[src/rtl/dmem_mmio_router.sv]
// dmem_mmio_router: routes CPU data-port accesses either straight through to
// the memory system or to a small MMIO register block. The block holds a
// CPU-to-host mailbox FIFO, a read-only host command word and a scratch register.
module dmem_mmio_router #(
  parameter int                    ADDR_WIDTH = 32,
  parameter int                    DATA_WIDTH = 32,
  parameter logic [ADDR_WIDTH-1:0] MMIO_BASE  = 32'hFFFF_0000,
  parameter int                    FIFO_DEPTH = 4
) (
  input  logic                          clk,
  input  logic                          rst,
  // CPU side
  input  logic [ADDR_WIDTH-1:0]         cpu_addr,
  input  logic [DATA_WIDTH-1:0]         cpu_write_data,
  input  logic                          cpu_read,
  input  logic                          cpu_write,
  input  logic [3:0]                    cpu_byte_enable,
  output logic [DATA_WIDTH-1:0]         cpu_read_data,
  output logic                          cpu_ready,
  // Memory side
  output logic [ADDR_WIDTH-1:0]         mem_addr,
  output logic [DATA_WIDTH-1:0]         mem_write_data,
  output logic                          mem_read,
  output logic                          mem_write,
  output logic [3:0]                    mem_byte_enable,
  input  logic [DATA_WIDTH-1:0]         mem_read_data,
  input  logic                          mem_ready,
  // Host side
  output logic [31:0]                   mbox_data,
  output logic                          mbox_valid,
  input  logic                          mbox_pop,
  output logic [$clog2(FIFO_DEPTH):0]   mbox_count,
  input  logic [31:0]                   host_cmd,
  output logic                          mmio_error
);

  localparam int PTR_W = $clog2(FIFO_DEPTH);
  localparam int CNT_W = PTR_W + 1;

  localparam logic [0:0] ST_IDLE = 1'b0;
  localparam logic [0:0] ST_RESP = 1'b1;

  localparam logic [1:0] REG_MBOX_TX     = 2'd0;
  localparam logic [1:0] REG_MBOX_STATUS = 2'd1;
  localparam logic [1:0] REG_HOST_CMD    = 2'd2;
  localparam logic [1:0] REG_SCRATCH     = 2'd3;

  logic [0:0]            state;
  logic [DATA_WIDTH-1:0] rdata_q;
  logic [DATA_WIDTH-1:0] rdata_next;
  logic [31:0]           scratch;
  logic                  overflow;

  logic [31:0]           fifo_mem [FIFO_DEPTH];
  logic [PTR_W-1:0]      rd_ptr;
  logic [PTR_W-1:0]      wr_ptr;
  logic [CNT_W-1:0]      count;

  // Address decode
  logic                  is_mmio;
  logic [ADDR_WIDTH-1:0] mmio_off;
  logic                  mmio_mapped;
  logic [1:0]            reg_sel;
  logic                  mmio_req;
  logic                  mmio_is_wr;

  assign is_mmio     = cpu_addr >= MMIO_BASE;
  assign mmio_off    = cpu_addr - MMIO_BASE;
  assign mmio_mapped = mmio_off < ADDR_WIDTH'(16);
  assign reg_sel     = mmio_off[3:2];
  // Decode only happens in IDLE so a held request causes one side effect.
  assign mmio_req    = is_mmio && (cpu_read || cpu_write) && (state == ST_IDLE);
  assign mmio_is_wr  = cpu_write;  // write wins when both strobes are high

  // Register side-effect strobes
  logic fifo_full, fifo_empty;
  logic push, push_ok, pop_ok, overflow_set, status_rd, scratch_wr;

  assign fifo_full    = count == CNT_W'(FIFO_DEPTH);
  assign fifo_empty   = count == '0;
  assign push         = mmio_req && mmio_mapped && mmio_is_wr && (reg_sel == REG_MBOX_TX);
  assign push_ok      = push && (!fifo_full || mbox_pop);
  assign pop_ok       = mbox_pop && !fifo_empty;
  assign overflow_set = push && fifo_full && !mbox_pop;
  assign status_rd    = mmio_req && mmio_mapped && !mmio_is_wr && (reg_sel == REG_MBOX_STATUS);
  assign scratch_wr   = mmio_req && mmio_mapped && mmio_is_wr && (reg_sel == REG_SCRATCH);

  // Memory path is forwarded unchanged; only the strobes are gated in the MMIO window.
  assign mem_addr        = cpu_addr;
  assign mem_write_data  = cpu_write_data;
  assign mem_byte_enable = cpu_byte_enable;
  assign mem_read        = cpu_read  && !is_mmio;
  assign mem_write       = cpu_write && !is_mmio;

  assign cpu_ready     = is_mmio ? (state == ST_RESP) : mem_ready;
  assign cpu_read_data = is_mmio ? rdata_q : mem_read_data;

  assign mbox_count = count;
  assign mbox_valid = !fifo_empty;
  assign mbox_data  = fifo_mem[rd_ptr];

  // Select the register value a load would return this cycle.
  always_comb begin
    // NOTE: default first so every path assigns rdata_next and no latch is inferred.
    rdata_next = '0;
    if (mmio_mapped && !mmio_is_wr) begin
      case (reg_sel)
        REG_MBOX_TX:     rdata_next = DATA_WIDTH'(count);
        REG_MBOX_STATUS: rdata_next = DATA_WIDTH'({overflow, fifo_full, fifo_empty});
        REG_HOST_CMD:    rdata_next = host_cmd;
        REG_SCRATCH:     rdata_next = scratch;
        default:         rdata_next = '0;
      endcase
    end
  end

  // Two-state access FSM: decode and latch in IDLE, respond in RESP.
  always_ff @(posedge clk or posedge rst) begin
    if (rst) begin
      // NOTE: sequential state uses non-blocking assignments so every flop samples pre-edge values.
      state      <= ST_IDLE;
      rdata_q    <= '0;
      mmio_error <= 1'b0;
    end else begin
      mmio_error <= mmio_req && !mmio_mapped;
      case (state)
        ST_IDLE: if (mmio_req) begin
          state   <= ST_RESP;
          rdata_q <= rdata_next;
        end
        default: state <= ST_IDLE;
      endcase
    end
  end

  // Mailbox FIFO storage, pointers and occupancy.
  always_ff @(posedge clk or posedge rst) begin
    if (rst) begin
      // NOTE: the storage is reset too, because the head entry drives mbox_data and must read 0 after reset.
      for (int i = 0; i < FIFO_DEPTH; i++) fifo_mem[i] <= '0;
      rd_ptr <= '0;
      wr_ptr <= '0;
      count  <= '0;
    end else begin
      if (push_ok) begin
        fifo_mem[wr_ptr] <= cpu_write_data[31:0];
        wr_ptr           <= wr_ptr + 1'b1;
      end
      if (pop_ok) rd_ptr <= rd_ptr + 1'b1;
      case ({push_ok, pop_ok})
        2'b10:   count <= count + 1'b1;
        2'b01:   count <= count - 1'b1;
        default: count <= count;
      endcase
    end
  end

  // Sticky overflow flag, cleared by a status read.
  always_ff @(posedge clk or posedge rst) begin
    if (rst)               overflow <= 1'b0;
    else if (overflow_set) overflow <= 1'b1;
    else if (status_rd)    overflow <= 1'b0;
  end

  // Scratch register with per-byte write enables.
  always_ff @(posedge clk or posedge rst) begin
    if (rst) begin
      scratch <= '0;
    end else if (scratch_wr) begin
      for (int b = 0; b < 4; b++)
        if (cpu_byte_enable[b]) scratch[8*b +: 8] <= cpu_write_data[8*b +: 8];
    end
  end

endmodule

[config.mk]
export PLATFORM = sky130hd
export DESIGN_NAME = dmem_mmio_router
export DESIGN_NICKNAME = d
export VERILOG_FILES = /design/src/rtl/dmem_mmio_router.sv
export SDC_FILE = /design/constraint.sdc
export NUM_CORES = 1
export LEC_CHECK = 0
export BUFFER_PORTS_ARGS = -buffer_cell sky130_fd_sc_hd__buf_2
export CAP_MARGIN = 20
export CELL_PAD_IN_SITES_DETAIL_PLACEMENT = 1
export CELL_PAD_IN_SITES_GLOBAL_PLACEMENT = 2
export CORE_MARGIN = 2
export CORE_UTILIZATION = 35
export CTS_CLUSTER_DIAMETER = 60
export DETAILED_ROUTE_END_ITERATION = 10
export PLACE_DENSITY = 0.84
export SLEW_MARGIN = 20
export SYNTH_ARGS = -nofsm -noshare
export SYNTH_HDL_FRONTEND = slang
export SYNTH_SLANG_ARGS = --single-unit
[constraint.sdc]
create_clock -name clk -period 10.7 [get_ports clk]
set_input_delay 3.21 -clock clk [delete_from_list [all_inputs] [get_ports clk]]
set_output_delay 3.21 -clock clk [all_outputs]
set_load 0.005 [all_outputs]
==> reports/results.md <==
| Step | Quantity | Value |
| --- | --- | --- |
| power | Switching part of the total | 25.5% |
| power | Switching power total | 0.000503 W |
| clock network | Clock tree from TritonCTS | built |
| synthesis | Sequential-to-total area share from yosys stat | 51.3% |
| sta | Final-report hold violation count | 0 |
| routing | Detailed router's first-iteration violation count | 205 |
| finish | Most used cells in the layout excluding fill and tap cells | 273 x buf_2, 200 x dfrtp_1, 173 x mux2_2 |
| finish | Diodes inserted | 0 |
| sta | Number of failing setup endpoints in the final timing report | 0 |
| finish | Count of nets after finishing | 1057 |
| power | Clock group share of total power | 46.7% |
| status | Outcome | completed |
| power | Sequential power share | 41.5% |
| synthesis | Mean instance size in the synthesized netlist | 13.9 um2 |
| setup path | Critical path start-end classification | input pin to primary output |
| die | Overall die area | 29500 um2 |
| setup path | Cells traversed along the worst timing path | buf_2, and4_1, nand3_1, nor2_4, buf_4, mux2_2, buf_2 |
| power | Combinational Power Share | 11.8% |
| setup path | Endpoint of the worst-slack reg-to-reg timing path | scratch[22]$_DFFE_PP0P_ |
| setup path | Number of cell instances on the worst register-to-register path | 4 |
| routing | Average wire per standard cell | 19.6 um |
| sta | Shortest period the worst path allows | 8.45 ns |
| clock network | Root Buffer | clkbuf_16 |
| die | Die extent in x | 172 um |
| synthesis | Total nets after synthesis | 851 |
| worst hold path | Number of cells on the worst hold path | 2 |
| sta | Worst Max-Slew Pin Slew | 1.01 ns |
| setup path | Kind of start point of the critical path | input pin |
| finish | Multi-input logic area | 4110 um2 |
| clock network | Clock-pin slew of the registers on the worst-case setup and hold paths | 0.06 ns |
| routing | Vias after detailed routing | 6460 |
| die | Count of standard-cell rows | 61 |
| sta | Setup TNS after final layout | 0 ns |
| sta | Relative slew slack | 32.4% |
| finish | Area Overhead vs Synth | 22.2% |
| die | Die height | 172 um |
| power | Total power | 0.00197 W |
| global routing | Initial antenna violation count | 0 |
| power | Internal power | 0.00147 W |
| place | Number of buffer cells added on primary ports | 273 |
| setup path | Minimum setup slack among reg-to-reg paths | 8.09 ns |
| setup path | Critical path data required time | 7.49 ns |
| global routing | First-pass GRT wire length | 39700 um |
| clock network | H-tree lvl count | 1 |
| finish | Register area | 5060 um2 |
| place | Sum of net half-perimeters after detailed placement | 17100 um |
| setup path | Critical Path Fanout Max | 19 |
| sta | Ratio of final minimum period to clock period | 79.0% |
| clock network | Maximum number of buffers from clock root to sink | 3 |
| routing | Initial DRT Pass Iterations | 4 |
| synthesis | Main flop type after synthesis | dfrtp_1 |
| synthesis | Unique cell type count in the Yosys netlist | 42 |
| setup path | Arrival time at the worst endpoint | 5.24 ns |
| global routing | Largest net degree at the start of global routing | 134 |
| sta | Post-Route Skew | 0.0160 ns |
| power | Maximum VDD drop | 0.0905 mV |
| die | Core ar. | 27800 um2 |
| worst hold path | HP Start | rdata_q[3]$_DFFE_PP0P_ |
| finish | FILL cells | 2939 |
| finish | Most common cell after layout, fill and taps aside | buf_2 |
| synthesis | Synthesized area | 9850 um2 |
| synthesis | Gate count of the mapped netlist | 707 |
| global routing | Grt ovf | 0 |
| power | Pwr per Cell Area | 164 nW/um2 |
| routing | Number of vias per cell after detailed routing | 4.93 |
| die | Number of I/O pins | 278 |
| sta | Achievable clock frequency | 0.118 GHz |
| synthesis | Count of state elements after synthesis | 202 |
| setup path | Cell mode on critical path | buf_2 |
| routing | ANT nets after route | 0 |
| worst hold path | Worst Hold Class | flip-flop to flip-flop |
| global routing | Vias in the first global route | 6914 |
| routing | DRC violation count after routing | 0 |
| power | Static Leakage | 6.23 nW |
| sta | Final worst hold slack | 0.476 ns |
| synthesis | Number of flops mapped to enable cells by yosys | 0 |
| clock network | CTS resizes | 0 |
| place | Area after DPL | 11100 um2 |
| setup path | Critical path's slowest cell | nor2_4 |
| clock network | Number of buffers created by CTS | 26 |
| finish | Fraction of final layout cells with drive strength greater than 1 | 59.6% |
| finish | Final core utilization | 43.4% |
| clock network | Number of hold-repair buffers added at the cts stage | 0 |
| finish | Final cell area excluding filler cells | 12000 um2 |
| sta | Count of final max-slew check failures | 0 |
| die | Starting density of the core | 35.5% |
| clock network | TritonCTS Sinks | 202 |
| clock network | Clock Latency Late Sink | 0.52 ns |
| place | Global placement routability congestion | 0.704 |
| setup path | Maximum cell stage delay along the critical path | 0.55 ns |
| clock network | Postcts setup bufs | 0 |
| setup path | Setup crit end kind | primary output |
| run | Max-cap violations | 0 |
| setup path | Startpoint of the worst-slack reg-to-reg timing path | state$_DFF_PP0_ |
| sta | RSZ-0062 raised after global routing | false |
| synthesis | Number of warnings printed during yosys synthesis | 0 |
| routing | Post-detailed-routing wire length | 25600 um |
| global routing | Overall routing resource usage | 17.5% |
| worst hold path | Endpoint with the worst hold slack | rdata_q[3]$_DFFE_PP0P_ |
| synthesis | Async set-or-reset flop fraction in the synthesized netlist | 100% |
## sequential cells by signal, indices dropped and copies added, names as in the netlist
signal / cells
scratch: 32
rd_ptr: 2
wr_ptr: 2
rdata_q: 32
mmio_error: 1
state: 1
overflow: 1
mbox_count: 3
fifo_mem: 128
## worst max path at each step
| stage | endpoint | from | slack (ns) |
|---|---|---|---|
| final | cpu_read_data[6] | cpu_addr[20] | 2.25 |
| after global routing | cpu_read_data[9] | cpu_addr[20] | 2.10 |
| after CTS | cpu_read_data[5] | cpu_addr[20] | 2.21 |
| after detailed placement | cpu_read_data[6] | cpu_addr[20] | 2.21 |
| after global placement | cpu_read_data[6] | cpu_addr[20] | 2.26 |
| after floorplan | fifo_mem[0]$_DFFE_PP0P_ | rst | 1.98 |
## power groups by stage
stage                     registers (W)  clock network [W]  logic, W
after floorplan                0.000797                  0  0.000182
after global placement         0.000831                  0  0.000234
after detailed placement       0.000833                  0  0.000240
after CTS                      0.000819           0.000945  0.000241
after global routing           0.000821           0.000981  0.000260
final                          0.000819           0.000922  0.000233
## stage by stage
stage               worst slack [ns]  std cells
floorplan                       1.98        707
global placement                2.26       1263
detailed placement              2.21       1263
CTS                             2.21       1311
global route                    2.10       1311
finish                          2.25       1311
## worst max-delay path, delay by kind of cell
family / cells / cell delay [ns]
buf+inv: 3 / 0.64
simple gates: 3 / 1.00
mux: 1 / 0.37
## cell type report
cell class	instances	area share, %
clock buffers	32	6.01
clock inverters	16	1.68
inverters	8	0.312
multi-input cells	392	34.1
flip-flops and latches	202	42.0
well taps	378	3.93
repair buffers	283	12.0
## per-layer routing
| layer | routed length [um] | share of wire, % | up-vias | track usage, % |
|---|---|---|---|---|
| met5 | 0 | 0 | - | 0 |
| met1 | 11000 | 43 | 3325 | 22.6 |
| met3 | 1550 | 6.1 | 27 | 3.18 |
| met4 | 310 | 1.2 | 0 | 3.18 |
| li1 | - | - | 2920 | - |
| met2 | 12800 | 50 | 188 | 30.9 |
## synthesized netlist by cell type, types with 2 or more instances
master,instances,area (um2)
and4_1,3,26.3
buf_1,3,11.3
buf_2,2,10.0
buf_4,68,510
buf_6,2,22.5
clkbuf_1,30,113
dfrtp_1,202,5050
ha_1,5,62.6
inv_1,8,30.0
mux2_1,21,236
mux2_2,173,1950
mux2i_1,31,310
mux4_2,35,788
nand2_1,35,131
nand3_1,7,35.0
nand3b_1,3,22.5
nand4_1,7,43.8
nor2_1,6,22.5
nor2b_1,4,25.0
nor3_1,3,15.0
nor4_1,3,18.8
o21ai_0,22,110
o21ai_2,10,87.6
or4_1,2,15.0
xnor2_1,3,26.3
xor2_1,3,26.3
## logic make-up (layout without fill, tap and decap cells)
| kind of cell | after synthesis | count (layout) | synth area share [%] |
|---|---|---|---|
| AO/OA/AOI/OAI | 36 | 36 | 2.35 |
| XOR/XNOR | 6 | 6 | 0.533 |
| adder cells (fa/ha/maj) | 6 | 6 | 0.838 |
| buffers and inverters | 113 | 339 | 7.07 |
| flip-flops | 202 | 202 | 51.3 |
| multiplexers | 260 | 260 | 33.3 |
| AND/OR/NAND/NOR | 84 | 84 | 4.58 |
Power figures use the tool's default switching activity.
